File: src/rtl/cpu_pkg.sv
// Shared SM83 system definitions: timer register offsets, TAC clock select
// and timer sequencer state encodings.
package cpu_pkg;

   localparam logic [1:0] TIMER_DIV_OFS  = 2'd0;
   localparam logic [1:0] TIMER_TIMA_OFS = 2'd1;
   localparam logic [1:0] TIMER_TMA_OFS  = 2'd2;
   localparam logic [1:0] TIMER_TAC_OFS  = 2'd3;

   typedef enum logic [1:0] {
      TacClk4096   = 2'b00,
      TacClk262144 = 2'b01,
      TacClk65536  = 2'b10,
      TacClk16384  = 2'b11
   } tac_clk_sel_e;

   typedef enum logic {
      TimerIdle    = 1'b0,
      TimerPending = 1'b1
   } timer_state_e;

   // System-counter bit whose falling edge clocks TIMA for each TAC rate.
   function automatic logic [3:0] tac_tap_bit(input tac_clk_sel_e sel);
      case (sel)
         TacClk4096:   return 4'd9;
         TacClk262144: return 4'd3;
         TacClk65536:  return 4'd5;
         default:      return 4'd7;
      endcase
   endfunction

endpackage

File: src/rtl/timer_tick_mux.sv
// Selects the system-counter tap feeding the TIMA edge detector and gates it
// with the TAC enable bit.
module timer_tick_mux
   import cpu_pkg::*;
(
   input  logic [15:0] sys_cnt,
   input  logic [2:0]  tac,
   output logic        tick_in
);

   always_comb begin
      tick_in = tac[2] & sys_cnt[tac_tap_bit(tac_clk_sel_e'(tac[1:0]))];
   end

endmodule

File: src/rtl/timer_regs.sv
// SM83 timer block: DIV/TIMA/TMA/TAC bus responder, system divider and TIMA
// overflow/reload sequencer. Define TIMER_EDGE_GLITCH_EN for DMG write glitches.
module timer_regs
   import cpu_pkg::*;
#(
   parameter logic [15:0] BASE_ADDR = 16'hFF04,
   parameter logic [15:0] DIV_RESET = 16'h0000
) (
   input  logic        clk,
   input  logic        reset_n,
   input  logic [1:0]  t_cycle,
   input  logic [15:0] bus_addr,
   input  logic        bus_enable,
   input  logic        bus_write,
   input  logic [7:0]  bus_wdata,
   output logic [7:0]  bus_rdata,
   output logic        bus_selected,
   output logic        irq_timer
);

   logic [15:0]  sys_cnt, sys_cnt_next;
   logic [7:0]   tima, tima_next;
   logic [7:0]   tma;
   logic [2:0]   tac, tac_next;
   logic [1:0]   cnt, cnt_next;
   timer_state_e state, state_next;
   logic         irq_next;
   logic         tick_in, tick_q, tick_q_next, tick_fall;

   logic [15:0]  addr_ofs;
   logic [1:0]   reg_ofs;
   logic         commit, wr_div, wr_tima, wr_tma, wr_tac;

   assign addr_ofs     = bus_addr - BASE_ADDR;
   assign reg_ofs      = addr_ofs[1:0];
   assign bus_selected = bus_enable & (addr_ofs[15:2] == 14'd0);
   assign commit       = bus_selected & bus_write & (t_cycle == 2'd3);
   assign wr_div       = commit & (reg_ofs == TIMER_DIV_OFS);
   assign wr_tima      = commit & (reg_ofs == TIMER_TIMA_OFS);
   assign wr_tma       = commit & (reg_ofs == TIMER_TMA_OFS);
   assign wr_tac       = commit & (reg_ofs == TIMER_TAC_OFS);

   assign sys_cnt_next = wr_div ? 16'h0000 : sys_cnt + 16'd1;
   assign tac_next     = wr_tac ? bus_wdata[2:0] : tac;

   timer_tick_mux u_tick (
      .sys_cnt (sys_cnt),
      .tac     (tac),
      .tick_in (tick_in)
   );

`ifdef TIMER_EDGE_GLITCH_EN
   assign tick_q_next = tick_in;
`else
   // Preload the detector with the post-write tap so DIV/TAC writes never
   // look like a falling edge.
   logic tick_in_next;

   timer_tick_mux u_tick_next (
      .sys_cnt (sys_cnt_next),
      .tac     (tac_next),
      .tick_in (tick_in_next)
   );

   assign tick_q_next = (wr_div | wr_tac) ? tick_in_next : tick_in;
`endif

   assign tick_fall = tick_q & ~tick_in;

   // NOTE: every always_comb output gets a default first so no path infers a latch.
   always_comb begin
      state_next = state;
      tima_next  = tima;
      cnt_next   = cnt;
      irq_next   = 1'b0;
      case (state)
         TimerIdle: begin
            if (wr_tima) begin
               tima_next = bus_wdata;
            end else if (tick_fall) begin
               if (tima == 8'hFF) begin
                  tima_next  = 8'h00;
                  cnt_next   = 2'd3;
                  state_next = TimerPending;
               end else begin
                  tima_next = tima + 8'd1;
               end
            end
         end
         TimerPending: begin
            // Ticks are dropped here; the reload edge ignores TIMA writes.
            if (cnt == 2'd0) begin
               tima_next  = wr_tma ? bus_wdata : tma;
               irq_next   = 1'b1;
               state_next = TimerIdle;
            end else if (wr_tima) begin
               tima_next  = bus_wdata;
               state_next = TimerIdle;
            end else begin
               cnt_next = cnt - 2'd1;
            end
         end
         default: state_next = TimerIdle;
      endcase
   end

   // NOTE: sequential state uses non-blocking assignments so all registers
   // update together from pre-edge values.
   always_ff @(posedge clk or negedge reset_n) begin
      if (!reset_n) begin
         sys_cnt   <= DIV_RESET;
         tima      <= 8'h00;
         tma       <= 8'h00;
         tac       <= 3'b000;
         cnt       <= 2'd0;
         state     <= TimerIdle;
         irq_timer <= 1'b0;
         tick_q    <= 1'b0;
      end else begin
         sys_cnt   <= sys_cnt_next;
         tima      <= tima_next;
         tma       <= wr_tma ? bus_wdata : tma;
         tac       <= tac_next;
         cnt       <= cnt_next;
         state     <= state_next;
         irq_timer <= irq_next;
         tick_q    <= tick_q_next;
      end
   end

   always_comb begin
      bus_rdata = 8'hFF;
      if (bus_selected) begin
         case (reg_ofs)
            TIMER_DIV_OFS:  bus_rdata = sys_cnt[15:8];
            TIMER_TIMA_OFS: bus_rdata = tima;
            TIMER_TMA_OFS:  bus_rdata = tma;
            default:        bus_rdata = {5'b11111, tac};
         endcase
      end
   end

endmodule

File: config.mk
export PLATFORM = sky130hd
export DESIGN_NAME = timer_regs
export DESIGN_NICKNAME = d
export VERILOG_FILES = /design/src/rtl/cpu_pkg.sv /design/src/rtl/timer_tick_mux.sv /design/src/rtl/timer_regs.sv
export SDC_FILE = /design/constraint.sdc
export NUM_CORES = 1
export LEC_CHECK = 0
export CORE_MARGIN = 3
export CORE_UTILIZATION = 55
export DETAILED_ROUTE_END_ITERATION = 8
export MAX_ROUTING_LAYER = met4
export PLACE_DENSITY = 0.82
export SLEW_MARGIN = 20
export SYNTH_ARGS = -nofsm -noshare
export SYNTH_HDL_FRONTEND = slang
export SYNTH_HIERARCHICAL = 1
export SYNTH_SLANG_ARGS = --single-unit
File: constraint.sdc
create_clock -name clk -period 6.1 [get_ports clk]
set_clock_uncertainty 0.05 [all_clocks]
set_input_delay 1.22 -clock clk [delete_from_list [all_inputs] [get_ports clk]]
set_output_delay 1.22 -clock clk [all_outputs]
set_load 0.02 [all_outputs]
### After elaboration in Yosys (flattened, before gate mapping)

Index checks and enable logic that the tools add are counted.

| word-level totals | value |
|---|---|
| memory bits (writable) | 0 |
| bits in registers | 40 |
| latch bits | 0 |
| ROM bits | 0 |
| logic and storage cells | 82 |
| output and inout bits | 10 |
| memories kept | 0 |
| input port bits | 30 |

| cells by class | value |
|---|---|
| $add $sub $neg | 4 |
| shift operators | 0 |
| eq/ne operators | 16 |
| multiplexer cells | 32 |
| order comparisons | 2 |
| bitwise gates (word level) | 13 |
| $mul | 0 |
| div/mod/pow operators | 0 |
| reduce and logical (&&, ||, !) cells | 7 |

Operators by type and width:

| kind | number |
|---|---|
| 8-bit 2-to-1 mux | 7 |
| 4-bit case mux with 3 select lines | 2 |
| 8-bit case mux with 3 select lines | 1 |
| 16-bit by 1-bit adder with 16-bit output (second input constant) | 1 |
| 16-bit 2-to-1 mux | 1 |
| 8-bit case mux with 2 select lines | 1 |
| 16-bit subtractor (second input constant) | 1 |
| 14-bit zero test | 1 |
| 1-bit AND | 10 |
| 2-bit equality test (second input constant) | 5 |
| 4-bit by 5-bit < comparator with 1-bit output (second input constant) | 2 |
| 1-bit 2-to-1 mux | 10 |
| 2-bit 2-to-1 mux | 5 |
| 2-bit inequality test (second input constant) | 5 |
| 8-bit by 1-bit adder with 8-bit output (second input constant) | 1 |
| 1-bit binary-select mux with 4-bit select | 2 |
| 8-bit equality test (second input constant) | 1 |
| 2-bit zero test | 4 |
| 2-bit by 1-bit equality test with 1-bit output (second input constant) | 3 |
| 5-bit AND reduction | 1 |
| 2-bit case mux with 2 select lines | 1 |
| 3-bit 2-to-1 mux | 1 |
| 3-bit by 1-bit inequality test with 1-bit output (second input constant) | 1 |
| 3-bit inequality test (second input constant) | 1 |
| other kinds (5) | 6 |

### Logic depth before layout (Yosys ltp)

| logic depth | value |
|---|---|
| depth in word-level cells | 13 |
| gate-level depth with buffers | 11 |
| depth with buffers taken out | 9 |

### By module

Netlist, hierarchy kept.

By module, submodules not included:

| module | instances | area each (um2) | cells each | sequential area each (um2) |
|---|---|---|---|---|
| timer_regs | 1 | 2424.8 | 264 | 1001.0 |
| timer_tick_mux | 2 | 28.8 | 2 | 0.0 |

### Worst setup path before layout

No wires, ideal clock.

| timing | value |
|---|---|
| path type | input port to flip-flop |
| start point | input bus_addr[5] |
| end point | register tick_q |
| buffers on the path | 2 |
| data required time | 5925 ps |
| stages on the path | 11 |
| path slack | 2065 ps |
| data arrival time | 3860 ps |
| library setup time | 125 ps |
| cell sequence | or4b_1 -> or3_1 -> buf_6 -> nor2_4 -> nand2_1 -> nor3_4 -> buf_4 -> nor2_1 -> mux4_2 -> and2_1 -> mux2_2 |

| between the ends | value |
|---|---|
| elaborated cells between the ends (all ways) | 18 |
| those cells by class | add/sub (1); eq/ne (2); mux (6); bitwise (7); reduce/logical (2) |

RTL lines:

| item | RTL line | RTL |
|---|---|---|
| from (decl) | timer_regs.sv:12 | `input logic [15:0] bus_addr,` |
| 16-bit subtractor | timer_regs.sv:34 | `assign addr_ofs = bus_addr - BASE_ADDR;` |
| 14-bit zero test | timer_regs.sv:36 | `assign bus_selected = bus_enable & (addr_ofs[15:2] == 14'd0);` |
| 1-bit AND | timer_regs.sv:36 |  |
| net bus_selected | timer_regs.sv:17 | `output logic bus_selected,` |
| 1-bit AND (2 in series) | timer_regs.sv:37 | `assign commit = bus_selected & bus_write & (t_cycle == 2'd3);` |
| 1-bit AND | timer_regs.sv:38 | `assign wr_div = commit & (reg_ofs == TIMER_DIV_OFS);` |
| 16-bit 2-to-1 mux | timer_regs.sv:43 | `assign sys_cnt_next = wr_div ? 16'h0000 : sys_cnt + 16'd1;` |
| net sys_cnt_next[7] | timer_regs.sv:21 | `logic [15:0] sys_cnt, sys_cnt_next;` |
| 1-bit binary-select mux with 4-bit select | timer_tick_mux.sv:12 | `tick_in = tac[2] & sys_cnt[tac_tap_bit(tac_clk_sel_e'(tac[1:0]))];` |
| 1-bit 2-to-1 mux (implied by the code) | timer_tick_mux.sv:12 |  |
| 1-bit AND | timer_tick_mux.sv:12 |  |
| net tick_in_next | timer_regs.sv:57 | `logic tick_in_next;` |
| 1-bit 2-to-1 mux | timer_regs.sv:65 | `assign tick_q_next = (wr_div \| wr_tac) ? tick_in_next : tick_in;` |
| net tick_q_next | timer_regs.sv:28 | `logic tick_in, tick_q, tick_q_next, tick_fall;` |
| to (signal assigned) | timer_regs.sv:127 | `tick_q <= tick_q_next;` |
| to (decl) | timer_regs.sv:28 |  |

The timed path passes the listed nets, and every way through them passes these cells. The select of a mux whose other input is x is not followed.
A chain may end at the register's enable or synchronous reset.

### Worst setup path in the final report

| timing | value |
|---|---|
| start point | input bus_addr[5] |
| end point | output bus_rdata[2] |

| between the ends | value |
|---|---|
| cells in the longest elaborated chain, start to end | 4 |

Ends and longest elaborated chain:

| item | RTL line | RTL |
|---|---|---|
| 16-bit subtractor | timer_regs.sv:34 |  |
| 14-bit zero test | timer_regs.sv:36 |  |
| 1-bit AND | timer_regs.sv:36 |  |
| 8-bit 2-to-1 mux | timer_regs.sv:133 | `if (bus_selected) begin` |
| to (decl) | timer_regs.sv:16 | `output logic [7:0] bus_rdata,` |

Every way passes these cells.

==> qor.csv <==
metric,value,unit
status,"finished, final reports clean",
1st-iter DRT viols,245,
post-route insts no fill,354,
relative slew slack,41.9,%
Syn Inst Count,268,
core area,4170,µm²
postcts setup bufs,0,
final hold violation count,0,
Ports,40,
WL final,6000,µm
Slew @ Worst Pin,0.871,ns
hold_sp,cnt[0],
Die W,73.2,µm
DP Area,2870,µm²
Main synth FF type,dfrtp_1,
main area contributors after synthesis,"dfrtp_1 (40%), nand2_1 (6.0%), nor2_1 (4.7%)",
Fmax achieved,202,MHz
"Req. time, crit path",4.83,ns
TritonCTS Buffers,5,
RSZ-0062 raised after global routing,false,
Finish-stage setup viols,0,
"area leader, netlist",dfrtp_1,
first-pass GRT wire length,9900,µm
initial core utilization,59.5,%
Final Instance Area,2960,µm²
Inst Count DP,346,
vias per std cell,6.19,
Commonest cells post-synth,"dfrtp_1 (40), nand2_1 (40), nor2_1 (31), nand3_1 (15), and3_1 (12)",
antenna cell count,0,
die footprint,5360,µm²
CTS Buffer Depth,2,
fin nets,336,
Crit Reg-Reg Endpoint,tima[0],
Async SR Flop Fraction,100,%
CP arrival,3.69,ns
final cycle utilization of the critical path,81.2,%
worst IR drop on VDD,0.000151,V
Yosys top cell area share,40.3,%
CTS root buf,clkbuf_8,
Mapped Nets,301,
post-route minimum period,4.96,ns
CTS sink count,40,
H-tree depth,2,
Core Rows,23,
Ys Warns,6,
layout cell share with drive strength beyond 1,9.21,%
vias in the first global route,2130,
# fillers,323,
DRC,0,
# port buffers,39,
Post-synth EDFFs,0,
"Reg clk slew, reported paths",0.07,ns
worst-path fanout max,9,
largest net degree at the start of global routing,41,
Layout area overhead,19.3,%
MaxCap Viol Count,0,
WS Path Type,input pin to output pin,
Worst Hold Depth,1,
Worst Setup Start Kind,input pin,
grt ovf,0,
flop-to-flop setup slack,3.18,ns
setup TNS,0,ns
hpwl dp,4350,µm
GR Util All Layers,25.1,%
initial antenna violation count,0,
Worst Reg-to-Reg Cells,8,
hold_ws,0.417,ns
Final Max Tran Viols,0,
"FF+latch count, synth",40,
synthesized cell area,2480,µm²
Pwr Density,165,nW/µm²
sequential area share after synthesis,40.3,%
hold_buf cts,0,
CTS tree,yes,
Antenna Nets Post-Route,0,
Crit Reg-Reg Startpoint,sys_cnt[9],
HP Class,register to register,
Vias,2193,
die height,73.2,µm
Yosys cell types,52,
Worst-Skew Late Latency,0.30,ns
Critical Path End Type,output pin,
WL/cell,16.9,µm
RD Place Congestion,0.866,
drt first pass iters,4,
# resized after CTS,0,
Mapped Avg Cell Area,9.26,µm²
Hold Path Sink,cnt[0],
Pwr Total,0.488,mW
static leakage,1.29,nW
[per-layer routing]
layer | track usage [%] | share of wire, % | wire length [µm]
met1 | 32.3 | 42 | 2540
met2 | 37.3 | 46 | 2730
met3 | 6.75 | 9.8 | 588
met4 | 11.1 | 2.4 | 141
met5 | - | 0 | 0
[cell families (layout without fill, tap and decap cells)]
family	Yosys count	in the layout	share of synthesized area (%)
AO/OA/AOI/OAI	42	42	10.8
XOR/XNOR	17	17	6.00
adder cells (fa/ha/maj)	3	3	1.51
buffers and inverters	15	51	3.12
flip-flops	40	40	40.3
multiplexers	20	20	11.1
AND/OR/NAND/NOR	131	131	27.1
[layout make-up]
cell class	count	area (µm²)	share of cell area [%]
tap	50	62.6	2.11
inverter	4	15.0	0.507
sequential	40	1000	33.8
multi-input combinational	213	1400	47.4
clock inverter	2	10.0	0.338
timing repair buffer	39	385	13.0
clock buffer	6	82.6	2.79
[state kept, by name, summed over array words and instances, names as in the netlist]
| register | count |
|---|---|
| irq_timer | 1 |
| tac | 3 |
| tick_q | 1 |
| tma | 8 |
| cnt | 2 |
| tima | 8 |
| sys_cnt | 16 |
| state | 1 |
[per-stage QoR]
step | utilization, % | setup WS (ns)
6_report | 70.9 | 1.14
4_1_cts | 70.9 | 1.14
3_3_place_gp | 68.7 | 1.16
5_1_grt | 70.9 | 1.07
3_5_place_dp | 68.7 | 1.15
2_1_floorplan | - | 2.07
[critical path, cell delays in order]
cell and delay [ns]:
clkdlybuf4s50_1 0.39, or4b_1 0.54, or3_1 0.54, or3_1 0.45, clkdlybuf4s50_1 0.54
[where the power goes]
group	switching, mW	internal [mW]
Clock	0.0925	0.0902
Combinational	0.0175	0.0212
Sequential	0.00102	0.266
[worst max path at each step]
stage | from | slack, ns | endpoint | cells past startpoint
after floorplan | bus_addr[5] | 2.07 | tick_q | 11
after global placement | bus_addr[5] | 1.16 | bus_rdata[2] | 5
after detailed placement | bus_addr[5] | 1.15 | bus_rdata[2] | 5
after CTS | bus_addr[5] | 1.14 | bus_rdata[0] | 5
after global routing | bus_addr[6] | 1.07 | bus_rdata[0] | 5
final | bus_addr[5] | 1.14 | bus_rdata[2] | 5
[cell usage in the layout (no fill, tap or decap), drive strengths merged, types with 9 or more instances in the layout]
| master | Yosys | final |
|---|---|---|
| clkdlybuf4s50 | 0 | 38 |
| nand3 | 15 | 15 |
| o21ai | 10 | 10 |
| a21oi | 11 | 11 |
| nand2 | 40 | 40 |
| and3 | 12 | 12 |
| nor2 | 32 | 32 |
| xor2 | 9 | 9 |
| mux2 | 11 | 11 |
| dfrtp | 40 | 40 |
No activity file was read; power rests on OpenSTA's default activity.
